### src/rtl/hazard_unit.sv
// Pipeline hazard controller: E-stage forwarding selects, load-use stall, branch flush, multi-cycle E hold.
// Forwarding, stalls and flushes are combinational from the current pipeline registers; only the multi-cycle counter is registered.
module hazard_unit #(
    parameter int REG_W    = 4,
    parameter int MC_LAT   = 4,
    parameter bit ZERO_REG = 1'b1
) (
    input  logic             clk,
    input  logic             reset,
    input  logic [REG_W-1:0] rs1_d,
    input  logic [REG_W-1:0] rs2_d,
    input  logic [REG_W-1:0] rs1_e,
    input  logic [REG_W-1:0] rs2_e,
    input  logic [REG_W-1:0] rd_e,
    input  logic [REG_W-1:0] rd_m,
    input  logic [REG_W-1:0] rd_w,
    input  logic             reg_write_m,
    input  logic             reg_write_w,
    input  logic             load_e,
    input  logic             pc_src_e,
    input  logic             mc_start_e,
    output logic [1:0]       forward_a_e,
    output logic [1:0]       forward_b_e,
    output logic             stall_f,
    output logic             stall_d,
    output logic             stall_e,
    output logic             flush_d,
    output logic             flush_e,
    output logic             flush_m,
    output logic             mc_busy
);

    if (MC_LAT < 2 || MC_LAT > 16) begin : g_bad_mc_lat
        $error("hazard_unit: MC_LAT must lie in 2..16");
    end

    // The op spends one cycle in IDLE (the start cycle) before BUSY counts down to zero.
    localparam logic [3:0] CNT_INIT = 4'(MC_LAT - 2);

    typedef enum logic {
        IDLE = 1'b0,
        BUSY = 1'b1
    } state_t;

    state_t     state_q, state_d;
    logic [3:0] cnt_q, cnt_d;
    logic       mc_stall;
    logic       mc_busy_raw;
    logic       lw_stall;

    function automatic logic [1:0] fwd_sel(
        input logic [REG_W-1:0] rs,
        input logic             wr_m,
        input logic [REG_W-1:0] dst_m,
        input logic             wr_w,
        input logic [REG_W-1:0] dst_w
    );
        logic [1:0] sel;
        sel = 2'b00;
        if (!(ZERO_REG && rs == '0)) begin
            if (wr_m && dst_m == rs) begin
                sel = 2'b10;
            end else if (wr_w && dst_w == rs) begin
                sel = 2'b01;
            end
        end
        return sel;
    endfunction

    assign lw_stall = load_e && (rs1_d == rd_e || rs2_d == rd_e)
                      && !(ZERO_REG && rd_e == '0);

    always_ff @(posedge clk) begin
        if (reset) begin
            state_q <= IDLE;
            cnt_q   <= 4'd0;
        end else begin
            state_q <= state_d;
            cnt_q   <= cnt_d;
        end
    end

    always_comb begin
        state_d     = state_q;
        cnt_d       = cnt_q;
        mc_stall    = 1'b0;
        mc_busy_raw = 1'b0;
        case (state_q)
            IDLE: begin
                if (mc_start_e) begin
                    mc_stall    = 1'b1;
                    mc_busy_raw = 1'b1;
                    state_d     = BUSY;
                    cnt_d       = CNT_INIT;
                end
            end
            BUSY: begin
                mc_busy_raw = 1'b1;
                // Last occupied cycle: release the pipe; mc_start_e still belongs to this op.
                if (cnt_q != 4'd0) begin
                    mc_stall = 1'b1;
                    cnt_d    = cnt_q - 4'd1;
                end else begin
                    state_d = IDLE;
                end
            end
            default: begin
                state_d = IDLE;
                cnt_d   = 4'd0;
            end
        endcase
    end

    always_comb begin
        forward_a_e = 2'b00;
        forward_b_e = 2'b00;
        stall_f     = 1'b0;
        stall_d     = 1'b0;
        stall_e     = 1'b0;
        flush_d     = 1'b0;
        flush_e     = 1'b0;
        flush_m     = 1'b0;
        mc_busy     = 1'b0;
        if (!reset) begin
            forward_a_e = fwd_sel(rs1_e, reg_write_m, rd_m, reg_write_w, rd_w);
            forward_b_e = fwd_sel(rs2_e, reg_write_m, rd_m, reg_write_w, rd_w);
            stall_f     = lw_stall || mc_stall;
            stall_d     = lw_stall || mc_stall;
            stall_e     = mc_stall;
            flush_m     = mc_stall;
            flush_e     = (lw_stall || pc_src_e) && !mc_stall;
            flush_d     = pc_src_e && !mc_stall;
            mc_busy     = mc_busy_raw;
        end
    end

endmodule

### config.mk
export PLATFORM = sky130hd
export DESIGN_NAME = hazard_unit
export DESIGN_NICKNAME = d
export VERILOG_FILES = /design/src/rtl/hazard_unit.sv
export SDC_FILE = /design/constraint.sdc
export NUM_CORES = 1
export LEC_CHECK = 0
export BUFFER_PORTS_ARGS = -buffer_cell sky130_fd_sc_hd__buf_2
export CORE_MARGIN = 2
export CORE_UTILIZATION = 40
export CTS_CLUSTER_DIAMETER = 80
export DETAILED_ROUTE_END_ITERATION = 10
export PLACE_DENSITY_LB_ADDON = 0.1
export SLEW_MARGIN = 20
export SYNTH_ARGS = -nofsm -noshare
export SYNTH_HDL_FRONTEND = slang
export SYNTH_SLANG_ARGS = --single-unit
export TNS_END_PERCENT = 10
### constraint.sdc
create_clock -name clk -period 1.8 [get_ports clk]
set_input_delay 0.27 -clock clk [delete_from_list [all_inputs] [get_ports clk]]
set_output_delay 0.27 -clock clk [all_outputs]
set_load 0.1 [all_outputs]
Yosys cells after proc, flatten, opt, wreduce, memory -nomap -nowiden

Cells that the tools add are included.
W data, S select, Z words.

Add/sub/neg operators: 1
Equality and inequality tests: 8
Mux-type cells: 20
Bitwise gates (word level): 1
Reduce and logical (&&, ||, !) cells: 18

Operator list:

| kind                  | number |
|---|---|
| $eq A4 B4 Y1          | 6 |
| $logic_not A4 Y1      | 3 |
| $mux W2               | 6 |
| $mux W1               | 9 |
| $logic_and A1 B1 Y1   | 8 |
| $mux W4               | 2 |
| $pmux W4 S2           | 1 |
| $pmux W1 S2           | 2 |
| $reduce_bool A4 Y1    | 1 |
| $sub A4 B1 Y4 const B | 1 |
| $logic_or A1 B1 Y1    | 3 |
| $logic_not A1 Y1      | 2 |
| $ne A2 B1 Y1 const B  | 1 |
| $ne A2 B2 Y1 const B  | 1 |
| $reduce_and A2 Y1     | 1 |
| $not A1 Y1            | 1 |

Register bits after elaboration: 5
Input port bits: 35
Output and inout port bits: 11
Word-level logic and storage cells: 50

Logic depth before layout (Yosys ltp)

Gate-level depths: netlist of run 1.

Depth after elaboration: 7
Mapped depth: 6
Mapped depth without buffers: 6

Worst setup path before layout of run 1

No wires, ideal clock.

Kind: register -> output
Start: reg cnt_q[0]
End: out stall_f
Arrival: 4.323 ns
Required time: 1.530 ns
Path slack: -2.793 ns
Cell stages (with the launch flop): 7
Path buffers: 1
Cells stage by stage: dfxtp_1 inv_1 ha_1 and4bb_4 nor3_1 nand2b_1 buf_4

Cells in the longest elaborated chain, start to end: 5

Ends and longest elaborated chain:

| element                  | line | source |
|---|---|---|
| start: declaration       | 46   | `logic [3:0] cnt_q, cnt_d;` |
| start signal: assignment | 79   | `cnt_q <= cnt_d;` |
| $reduce_bool A4 Y1       | 100  | `if (cnt_q != 4'd0) begin` |
| $mux W1                  | 100  |  |
| $pmux W1 S2              | 88   | `case (state_q)` |
| $logic_or A1 B1 Y1       | -    |  |
| $mux W1                  | -    |  |
| end: declaration         | 24   | `output logic stall_f,` |

Every way passes these cells.

Worst setup path in the final report of run 1

Start: reg cnt_q[0]
End: out stall_d

Cells in the longest elaborated chain, start to end: 5

Ends and longest elaborated chain:

| element            | line | source |
|---|---|---|
| $reduce_bool A4 Y1 | 100  |  |
| $mux W1            | 100  |  |
| $pmux W1 S2        | 88   |  |
| $logic_or A1 B1 Y1 | 128  | `stall_d = lw_stall \|\| mc_stall;` |
| $mux W1            | 124  | `if (!reset) begin` |
| end: declaration   | 25   | `output logic stall_d,` |

Every way passes these cells.

==> metrics.md, run 1 <==
| Metric | Value |
|---|---|
| Routed wire length | 2.13 mm |
| Post-layout min period | 1.80 ns |
| Status | finished clean |
| Number of synthesized register bits | 5 |
| Tightest Hold Check Type | primary input to flop |
| Layout cell share with drive strength beyond 1 | 52.9% |
| Cell Pwr Density | 643 nW/um2 |
| Number of global-route vias before repair | 850 |
| Final hold violations | 0 |
| Skew final | 0.00291 ns |
| Nets | 176 |
| Worst-Skew Late Latency | 0.24 ns |
| DIE WIDTH | 44.1 um |
| Synthesized cell area | 643 um2 |
| DP HPWL | 1.66 mm |
| Crit-path max FO | 3 |
| H-Tree Depth | 1 |
| First-pass GRT wire length | 3.50 mm |
| Max Root-Sink Buffers | 2 |
| DIE HEIGHT | 44.1 um |
| Reg-to-reg startpoint | cnt_q[0] |
| Hold Path End | cnt_q[3] |
| Comb pwr share | 62.9% |
| Hold path start | mc_start_e |
| Final max-slew violation count | 0 |
| Final worst slack | 0.00166 ns |
| Layout area overhead | 78.8% |
| Net Sw Frac | 45.7% |
| Vias | 853 |
| Top-count cell post-synth | xor2_1 |
| 1st-iter DRT viols | 26 |
| WP data arrival | 1.53 ns |
| Global placer's final weighted congestion | 0.848 |
| CTS Sinks | 5 |
| Critical path class | flop to primary output |
| Core area | 1510 um2 |
| Switch Pwr | 0.338 mW |
| PortBufs | 45 |
| R2R depth | 7 |
| Min-Delay Path Depth | 3 |
| 1st-pass router iterations | 5 |
| Yosys warning total | 0 |
| Ranking of synthesized cells by area | xor2_1 16%, dfxtp_1 16%, xnor2_1 12% |
| Post-Synthesis Cells | 85 |
| Synth cell types | 26 |
| Slew margin rel. | 67.7% |
| # setup viols final | 0 |
| Crit path launch type | flop |
| Synth area leader | xor2_1 |
| Wire per inst | 13.8 um |
| Fin crit share | 99.9% |
| Net count after synthesis | 122 |
| Initial Utilization | 42.7% |
| Leakage | 0.505 nW |
| Initial antenna violation count | 0 |
| Worst setup EP type | primary output |
| DRC | 0 |
| Setup WS pre-CTS | -0.0237 ns |
| Final hold slack | 0.347 ns |
| Int Power | 0.401 mW |
| Clk network pwr share | 17.8% |
| Sequential share of the synthesized area | 15.6% |
| Worst-path clk slew | 0.05 ns |
| Most frequent cells after synthesis | 12 x xor2_1, 9 x xnor2_1, 8 x nor3_1 |
| Die Area | 1940 um2 |
| Total track usage | 24.0% |
| Vias/cell | 5.54 |
| Fmax | 556 MHz |
| Number of synthesized flops with an enable pin | 0 |
| R2r endpoint | cnt_q[3] |
| Async S/R FF share, synth | 0% |
| Prevailing post-synth register cell | dfxtp_1 |
| Maximum vdd drop | 0.637 mV |
| R2r setup slk | 0.35 ns |
| Critical Path RT | 1.53 ns |
| Max cap viols | 0 |
| Top cell type's share of synthesized area | 16.3% |
| Synth Area per Inst | 7.57 um2 |
| Reg power frac | 19.3% |
| FILL cells | 112 |
| Ports | 46 |
| Remaining antenna violation count | 0 |
| CTS tree | built |
| Gr ovfl total | 0 |
| Root buf cell | clkbuf_4 |
| Worst-Margin Slew | 0.488 ns |
| Pin count of the biggest net entering global routing | 8 |
| Number of diodes | 0 |
| Unrepaired setup endpoints after global routing | yes |
| CTS Buf Count | 3 |
| # rows | 14 |
[through the flow]
stage / cell area [um2] / util (%) / TNS, ns / instances / total power [mW]
after floorplan: 698 / - / -4.94 / 85 / 0.430
after global placement: 1080 / 71.5 / 0 / 147 / 0.565
after detailed placement: 1080 / 71.5 / -0.0319 / 147 / 0.578
after CTS: 1140 / 75.9 / -0.0108 / 154 / 0.735
after global routing: 1150 / 76.3 / -0.367 / 154 / 0.784
final: 1150 / 76.3 / 0 / 154 / 0.739
[critical path: stages (launching register included)]
cell and delay, ns:
dfxtp_2 0.33, inv_2 0.05, ha_4 0.14, and4bb_4 0.22, nor3_4 0.17, nand2b_4 0.18
buf_12 0.18
[final cells by class]
class                   instances  area, um2  area share [%]
flip-flops and latches          5        103            8.92
inverters                       6       22.5            1.96
repair buffers                 52        415            36.1
clock buffers                   4       26.3            2.29
multi-input cells              71        563            49.0
well taps                      16       20.0            1.74
[power groups by stage]
stage / Sequential, mW / Combinational [mW] / Clock [mW]
6_report: 0.142 / 0.465 / 0.132
5_1_grt: 0.144 / 0.491 / 0.149
4_1_cts: 0.142 / 0.459 / 0.135
3_5_place_dp: 0.144 / 0.434 / 0
3_3_place_gp: 0.143 / 0.421 / 0
2_1_floorplan: 0.140 / 0.289 / 0
[worst max-delay path by stage]
stage / start / to / cells after the start
floorplan: cnt_q[1] / stall_f / 6
global placement: rs2_e[0] / forward_b_e[0] / 7
detailed placement: rd_e[1] / flush_e / 6
CTS: cnt_q[0] / stall_d / 6
global route: cnt_q[1] / flush_e / 6
finish: cnt_q[0] / stall_d / 6
[sequential cells by signal, summed over array words and instances (netlist names)]
register  flops
state_q       1
cnt_q         4
[metal layers]
layer	part of all wire (%)	GRT usage, %
met1	36	25.1
met2	54	43.5
met3	9.4	8.16
met4	1.4	9.70
met5	0	0
[kinds of logic (layout without fill, tap and decap cells)]
logic type | Yosys count | after routing | share of synthesized area [%]
flip-flops | 5 | 5 | 15.6
AND/OR/NAND/NOR | 37 | 37 | 35.6
buffers and inverters | 9 | 62 | 6.42
adder cells (fa/ha/maj) | 2 | 2 | 3.89
XOR/XNOR | 21 | 21 | 28.6
AO/OA/AOI/OAI | 11 | 11 | 9.92
[cell usage in the layout, fill, tap and decap left out, types with 3 or more instances in the layout]
| cell | instances |
|---|---|
| dfxtp_1 | 3 |
| xor2_1 | 12 |
| nor2_1 | 5 |
| a21oi_1 | 3 |
| inv_1 | 3 |
| o21ai_0 | 3 |
| buf_2 | 35 |
| inv_2 | 3 |
| buf_4 | 8 |
| nor4_1 | 5 |
| nor3_1 | 5 |
| clkbuf_4 | 3 |
| xnor2_1 | 9 |
| buf_12 | 9 |
[repair_timing]
action                     CTS  global route
cloned                       0             0
hold buffers                 0             0
resized for setup            5             1
buffers inserted             3             0
setup endpoints to repair    7             8
(Power assumes the default switching activity.)
==> run 2: changes to the inputs <==
--- a/config.mk
+++ b/config.mk
@@ -6,8 +6,10 @@
 export NUM_CORES = 1
 export LEC_CHECK = 0
 export BUFFER_PORTS_ARGS = -buffer_cell sky130_fd_sc_hd__buf_2
+export CELL_PAD_IN_SITES_DETAIL_PLACEMENT = 1
+export CELL_PAD_IN_SITES_GLOBAL_PLACEMENT = 2
 export CORE_MARGIN = 2
-export CORE_UTILIZATION = 40
+export CORE_UTILIZATION = 19
 export CTS_CLUSTER_DIAMETER = 80
 export DETAILED_ROUTE_END_ITERATION = 10
 export PLACE_DENSITY_LB_ADDON = 0.1
==> run 2 against run 1 <==
Clock power barely moved. Sequential share of layout area fell by 0.48 points. Sequential cell count did not move. Clock skew up 0.0014 ns. Final area increased by 5.7%. Worst setup slack improved by 0.037 ns. Worst hold slack got worse by 0.010 ns. Global-route usage down 12 points. Critical path depth stayed put. Sequential power barely moved. Core utilization decreased by 39 points. Largest cell class unchanged.
==> metrics.md, run 2 (synthesized netlist as in run 1, its figures left out) <==
| Metric | Value |
|---|---|
| Final hold violations | 0 (unchanged) |
| Core area | 3280 um2 (was 1510 um2) |
| Clk network pwr share | 18.0% (was 17.8%) |
| Multi-input logic area | 578 um2 (was 563 um2) |
| Fmax | 568 MHz (was 556 MHz) |
| Net Sw Frac | 45.2% (was 45.7%) |
| Routed wire length | 2.24 mm (was 2.13 mm) |
| Utilization after layout | 37.0% (was 76.3%) |
| Setup TNS | 0 ns (unchanged) |
| Unrepaired setup endpoints after global routing | yes (unchanged) |
| Met3 Usage GRT | 1.63% (was 8.16%) |
| Worst-Margin Slew | 0.506 ns (was 0.488 ns) |
| Critical Path RT | 1.53 ns (about the same) |
| CTS Buf Count | 3 (unchanged) |
| GRT met1 Usage | 14.9% (was 25.1%) |
| Initial Utilization | 19.6% (was 42.7%) |
| Commonest non-fill, non-tap cell in the layout | buf_2 (unchanged) |
| Hold Path End | cnt_q[2] (was cnt_q[3]) |
| Tot Pwr | 0.734 mW (was 0.739 mW) |
| Post-Layout Cell Count | 184 (was 154) |
| Most frequent cells in the layout | 35 x buf_2, 12 x xor2_1, 10 x buf_12 (was 35 x buf_2, 12 x xor2_1, 9 x xnor2_1, 9 x buf_12, 8 x buf_4) |
| Cts-stage hold buffer count | 0 (unchanged) |
| Switch Pwr | 0.332 mW (was 0.338 mW) |
| Final instance area | 1210 um2 (was 1150 um2) |
| CP max-delay cell | dfxtp_2 (unchanged) |
| R2R depth | 7 (unchanged) |
| CP Cell Sequence | inv_2 > ha_4 > and4bb_4 > nor2_2 > a21oi_2 > buf_12 (was inv_2 > ha_4 > and4bb_4 > nor3_4 > nand2b_4 > buf_12) |
| DP HPWL | 1.94 mm (was 1.66 mm) |
| Tightest Hold Check Type | primary input to flop (unchanged) |
| Global placer's final weighted congestion | 0.780 (was 0.848) |
| Fin crit share | 97.8% (was 99.9%) |
| Comb pwr share | 62.5% (was 62.9%) |
| Worst setup EP type | primary output (unchanged) |
| Min-Delay Path Depth | 3 (unchanged) |
| Layout cell share with drive strength beyond 1 | 52.9% (unchanged) |
| Met2 Track Usage GR | 20.4% (was 43.5%) |
| Maximum vdd drop | 0.360 mV (was 0.637 mV) |
| Largest register FFs | 4 (unchanged) |
| Final max-slew violation count | 0 (unchanged) |
| Crit-path max FO | 4 (was 3) |
| Reg-to-reg startpoint | cnt_q[0] (unchanged) |
| Int Power | 0.402 mW (was 0.401 mW) |
| Critical path class | flop to primary output (unchanged) |
| Die Area | 3870 um2 (was 1940 um2) |
| 1st-iter DRT viols | 23 (was 26) |
| Crit-path max cell delay | 0.32 ns (was 0.33 ns) |
| Remaining antenna violation count | 0 (unchanged) |
| Skew final | 0.00434 ns (was 0.00291 ns) |
| Ports | 46 (unchanged) |
| # setup viols final | 0 (unchanged) |
| Slew margin rel. | 65.9% (was 67.7%) |
| Cell Pwr Density | 604 nW/um2 (was 643 nW/um2) |
| DRC | 0 (unchanged) |
| Post-layout min period | 1.76 ns (was 1.80 ns) |
| R2r endpoint | cnt_q[2] (was cnt_q[3]) |
| Pin count of the biggest net entering global routing | 7 (was 8) |
| Total track usage | 11.8% (was 24.0%) |
| Placed cell count | 178 (was 147) |
| 1st-pass router iterations | 2 (was 5) |
| R2r setup slk | 0.37 ns (was 0.35 ns) |
| Crit path launch type | flop (unchanged) |
| CTS tree | built (unchanged) |
| Worst-path clk slew | 0.05 ns (about the same) |
| Max cap viols | 0 (unchanged) |
| FILL cells | 405 (was 112) |
| Nets | 176 (unchanged) |
| Reg area | 103 um2 (unchanged) |
| Number of global-route vias before repair | 809 (was 850) |
| Top Usage Layer GRT | met2 (unchanged) |
| Layout area overhead | 88.9% (was 78.8%) |
| DIE HEIGHT | 62.2 um (was 44.1 um) |
| Vias/cell | 4.32 (was 5.54) |
| Status | finished clean (unchanged) |
| Reg power frac | 19.5% (was 19.3%) |
| H-Tree Depth | 1 (unchanged) |
| Gr ovfl total | 0 (unchanged) |
| PortBufs | 45 (unchanged) |
| Worst-Skew Late Latency | 0.25 ns (was 0.24 ns) |
| # rows | 21 (was 14) |
| First-pass GRT wire length | 3.76 mm (was 3.50 mm) |
| Regs by FF count | cnt_q x4, state_q x1 (unchanged) |
| Vias | 795 (was 853) |
| Root buf cell | clkbuf_4 (unchanged) |
| Leakage | 0.510 nW (was 0.505 nW) |
| Wire per inst | 12.2 um (was 13.8 um) |
| Most flop-heavy register | cnt_q (unchanged) |
| Hold path start | mc_start_e (unchanged) |
| DP Area | 1140 um2 (was 1080 um2) |
| Initial antenna violation count | 0 (unchanged) |
| DIE WIDTH | 62.2 um (was 44.1 um) |
| Max Root-Sink Buffers | 2 (unchanged) |
| WP data arrival | 1.49 ns (was 1.53 ns) |
| Number of diodes | 0 (unchanged) |
| CTS Sinks | 5 (unchanged) |
-- run 2: cell counts in the layout (fill, tap and decap cells not counted) --
Identical to the previous run, type by type.
-- run 2: worst max-delay path by stage --
stage	start	cells after the start	endpoint
2_1_floorplan	cnt_q[1]	6	stall_f
3_3_place_gp	rs2_e[1]	6	forward_b_e[1]
3_5_place_dp	rd_e[1]	6	flush_e
4_1_cts	rs2_e[1]	6	forward_b_e[1]
5_1_grt	cnt_q[0]	6	flush_e
6_report	cnt_q[0]	6	flush_e
-- run 2: per-stage QoR --
step	hold slack [ns]	setup slack [ns]
2_1_floorplan	0.464	-0.765
3_3_place_gp	0.482	0.0397
3_5_place_dp	0.508	-0.0284
4_1_cts	0.326	0.00379
5_1_grt	0.335	-0.0345
6_report	0.337	0.0391
-- run 2: power groups by stage --
stage                     sequential [mW]  clock, mW  combinational, mW
after floorplan                     0.140          0              0.289
after global placement              0.144          0              0.436
after detailed placement            0.145          0              0.438
after CTS                           0.142      0.140              0.453
after global routing                0.144      0.148              0.490
final                               0.143      0.132              0.459
-- run 2: what timing repair did --
item	4_1_cts	5_1_grt
pin swaps	1	0
setup endpoints to repair	6	8
gates resized for setup	3	5
hold endpoints to repair	0	0
buffers inserted	2	0
-- run 2: worst max-delay path: cells and delay by family, from the launching register on --
family	cells	cell delay (ns)
compound gates	1	0.17
fa+ha+maj	1	0.12
buf+inv	2	0.27
flops	1	0.32
simple gates	2	0.36
-- run 2: per-layer routing --
layer | vias to the layer above | share of wire (%)
li1 | 407 | -
met1 | 372 | 44
met2 | 14 | 53
met3 | 2 | 2.6
met5 | - | 0
met4 | 0 | 0.89
-- run 2: cell type report --
type,instances,share of cell area [%]
Sequential cell,5,8.44
Inverter,6,1.85
Timing Repair Buffer,52,35.2
Clock buffer,4,2.16
Tap cell,46,4.74
Multi-Input combinational cell,71,47.6
==> run 3: changes to the inputs <==
--- a/config.mk
+++ b/config.mk
@@ -5,11 +5,12 @@
 export SDC_FILE = /design/constraint.sdc
 export NUM_CORES = 1
 export LEC_CHECK = 0
+export ABC_AREA = 1
 export BUFFER_PORTS_ARGS = -buffer_cell sky130_fd_sc_hd__buf_2
 export CELL_PAD_IN_SITES_DETAIL_PLACEMENT = 1
 export CELL_PAD_IN_SITES_GLOBAL_PLACEMENT = 2
 export CORE_MARGIN = 2
-export CORE_UTILIZATION = 19
+export CORE_UTILIZATION = 18
 export CTS_CLUSTER_DIAMETER = 80
 export DETAILED_ROUTE_END_ITERATION = 10
 export PLACE_DENSITY_LB_ADDON = 0.1
==> run 3 against run 2 <==
Register-to-register slack lost 0.05 ns. Power grew 20%. Worst setup slack lost 0.011 ns. Maximum frequency shrank 0.62%. Synthesized area grew 16%. Largest cell class unchanged. Largest power group unchanged.
==> metrics.md, run 3 <==
| Metric | Value |
|---|---|
| # setup viols final | 0 (unchanged) |
| Largest register FFs | 4 (unchanged) |
| Crit-path max cell delay | 0.32 ns (about the same) |
| 1st-iter DRT viols | 9 (was 23) |
| DIE HEIGHT | 68.4 um (was 62.2 um) |
| Sequential share of the synthesized area | 13.4% (was 15.6%) |
| Crit path launch type | flop (unchanged) |
| Skew final | 0.00427 ns (was 0.00434 ns) |
| Vias | 1075 (was 795) |
| Initial Utilization | 18.7% (was 19.6%) |
| Most flop-heavy register | cnt_q (unchanged) |
| Root buf cell | clkbuf_8 (was clkbuf_4) |
| Commonest non-fill, non-tap cell in the layout | nand2_1 (was buf_2) |
| Final hold violations | 0 (unchanged) |
| Final instance area | 1380 um2 (was 1210 um2) |
| WP data arrival | 1.50 ns (was 1.49 ns) |
| Prevailing post-synth register cell | dfxtp_1 (unchanged) |
| DP HPWL | 2.38 mm (was 1.94 mm) |
| Wire per inst | 11.0 um (was 12.2 um) |
| Gr ovfl total | 0 (unchanged) |
| Max Root-Sink Buffers | 2 (unchanged) |
| Slew margin rel. | 67.7% (was 65.9%) |
| Global placer's final weighted congestion | 0.716 (was 0.780) |
| Top cell type's share of synthesized area | 21.6% (was 16.3%) |
| DRC | 0 (unchanged) |
| Fmax | 564 MHz (was 568 MHz) |
| FILL cells | 532 (was 405) |
| Largest delay contributor family on the critical path | buffers and inverters (was simple AND/OR/NAND/NOR gates) |
| Post-layout min period | 1.77 ns (was 1.76 ns) |
| Cell Pwr Density | 639 nW/um2 (was 604 nW/um2) |
| CP Cell Sequence | inv_2 > ha_4 > nand3_4 > o21ai_4 > buf_12 > a21oi_4 > buf_12 (was inv_2 > ha_4 > and4bb_4 > nor2_2 > a21oi_2 > buf_12) |
| Layout cell share with drive strength beyond 1 | 36.1% (was 52.9%) |
| Pin count of the biggest net entering global routing | 7 (unchanged) |
| Synthesized cell area | 747 um2 (was 643 um2) |
| Tot Pwr | 0.885 mW (was 0.734 mW) |
| Critical Path RT | 1.53 ns (about the same) |
| Final max-slew violation count | 0 (unchanged) |
| Async S/R FF share, synth | 0% (unchanged) |
| Net count after synthesis | 182 (was 122) |
| Post-Synthesis Cells | 145 (was 85) |
| DP Area | 1210 um2 (was 1140 um2) |
| Ranking of synthesized cells by area | nand2_1 22%, inv_1 14%, dfxtp_1 13% (was xor2_1 16%, dfxtp_1 16%, xnor2_1 12%) |
| Synth area leader | nand2_1 (was xor2_1) |
| Nets | 240 (was 176) |
| Ports | 46 (unchanged) |
| Regs by FF count | cnt_q x4, state_q x1 (unchanged) |
| Worst-Margin Slew | 0.488 ns (was 0.506 ns) |
| PortBufs | 45 (unchanged) |
| First-pass GRT wire length | 4.38 mm (was 3.76 mm) |
| Critical path class | flop to primary output (unchanged) |
| Most frequent cells in the layout | 43 x nand2_1, 35 x buf_2, 26 x inv_1 (was 35 x buf_2, 12 x xor2_1, 10 x buf_12) |
| Worst setup EP type | primary output (unchanged) |
| Synth Area per Inst | 5.15 um2 (was 7.57 um2) |
| Remaining antenna violation count | 0 (unchanged) |
| CTS Sinks | 5 (unchanged) |
| Worst-Skew Late Latency | 0.23 ns (was 0.25 ns) |
| Worst-path clk slew | 0.04 ns (was 0.05 ns) |
| Most numerous cell on the critical path | buf_12 |
| Crit-path max FO | 5 (was 4) |
| Number of diodes | 0 (unchanged) |
| H-Tree Depth | 1 (unchanged) |
| Routed wire length | 2.77 mm (was 2.24 mm) |
| Fin crit share | 98.4% (was 97.8%) |
| Leakage | 0.736 nW (was 0.510 nW) |
| Number of synthesized register bits | 5 (unchanged) |
| CP max-delay cell | dfxtp_1 (was dfxtp_2) |
| Max cap viols | 0 (unchanged) |
| Maximum vdd drop | 0.198 mV (was 0.360 mV) |
| Core area | 4000 um2 (was 3280 um2) |
| # rows | 23 (was 21) |
| DIE WIDTH | 68.4 um (was 62.2 um) |
| Tightest Hold Check Type | primary input to flop (unchanged) |
| Cts-stage hold buffer count | 0 (unchanged) |
| Vias/cell | 4.27 (was 4.32) |
| Number of global-route vias before repair | 1082 (was 809) |
| Number of synthesized flops with an enable pin | 0 (unchanged) |
| CTS tree | built (unchanged) |
| Layout area overhead | 85.3% (was 88.9%) |
| Die Area | 4680 um2 (was 3870 um2) |
| Setup TNS | 0 ns (unchanged) |
| Initial antenna violation count | 0 (unchanged) |
| Top-count cell post-synth | nand2_1 (was xor2_1) |
| Synth cell types | 23 (was 26) |
| Status | finished clean (unchanged) |
| CTS Buf Count | 3 (unchanged) |
| 1st-pass router iterations | 3 (was 2) |
| Yosys warning total | 0 (unchanged) |
| Total track usage | 12.1% (was 11.8%) |
| Crit path buffers/inverters | 3 (was 2) |
| Most frequent cells after synthesis | 43 x nand2_1, 28 x inv_1, 25 x nor2_1 (was 12 x xor2_1, 9 x xnor2_1, 8 x nor3_1) |
| Utilization after layout | 34.6% (was 37.0%) |
## run 3: repair_timing
| item | CTS | global route |
|---|---|---|
| hold endpoints to repair | 0 | 0 |
| pin swaps | 2 | 2 |
| gates resized for setup | 5 | 4 |
| setup endpoints to repair | 4 | 4 |
| buffers inserted | 6 | 3 |
## run 3: worst reg2reg max path, stage by stage (launching register included)
cell and delay (ns):
dfxtp_1 0.32, inv_2 0.07, ha_4 0.16, nand3_4 0.09, o21ai_4 0.10, buf_6 0.15, nor2_4 0.17, buf_4 0.13
buf_4 0.09, nand2_1 0.05, o21ai_1 0.07
## run 3: kinds of logic after synthesis
family	Yosys count	synth area share [%]
buffers and inverters	31	16.6
and+or+nand+nor	84	46.9
xor gates and xnor gates	6	7.04
DFF	5	13.4
adders and majority gates	2	3.35
AOI/OAI and AO/OA	17	12.7
## run 3: cell type report
cell class | count | area, um2 | share of cell area (%)
repair buffers | 55 | 467 | 33.7
well taps | 50 | 62.6 | 4.52
inverters | 29 | 109 | 7.87
flip-flops and latches | 5 | 100 | 7.23
multi-input cells | 109 | 601 | 43.4
clock buffers | 4 | 45.0 | 3.25
## run 3: stage by stage
stage / worst slack [ns] / cells / hold WS, ns
5_1_grt: -0.0311 / 252 / 0.460
3_3_place_gp: 0.159 / 239 / 0.499
2_1_floorplan: -0.397 / 145 / 0.429
6_report: 0.0281 / 252 / 0.412
3_5_place_dp: 0.0938 / 239 / 0.507
4_1_cts: 0.0180 / 249 / 0.415
## run 3: layer usage
| layer | part of all wire (%) | vias to the layer above | track usage [%] |
|---|---|---|---|
| met4 | 0.54 | 0 | 3.00 |
| met2 | 53 | 20 | 21.8 |
| met1 | 41 | 495 | 14.4 |
| met5 | 0 | - | 0 |
| li1 | - | 556 | - |
| met3 | 4.8 | 4 | 2.80 |
## run 3: where the power goes
part,internal [mW],switching [mW],leakage (nW),total (mW)
combinational,0.216,0.314,0.672,0.529
clock,0.153,0.0608,0.0228,0.213
sequential,0.128,0.0143,0.0414,0.142
## run 3: worst paths after layout
check,slack (ns),from,depth (start not counted),to
worst min register to register,0.50,cnt_q[3],2,cnt_q[3]
worst min-delay path,0.41,mc_start_e,4,cnt_q[3]
worst max-delay path,0.03,cnt_q[1],7,stall_f
worst max register to register,0.32,cnt_q[1],10,cnt_q[1]
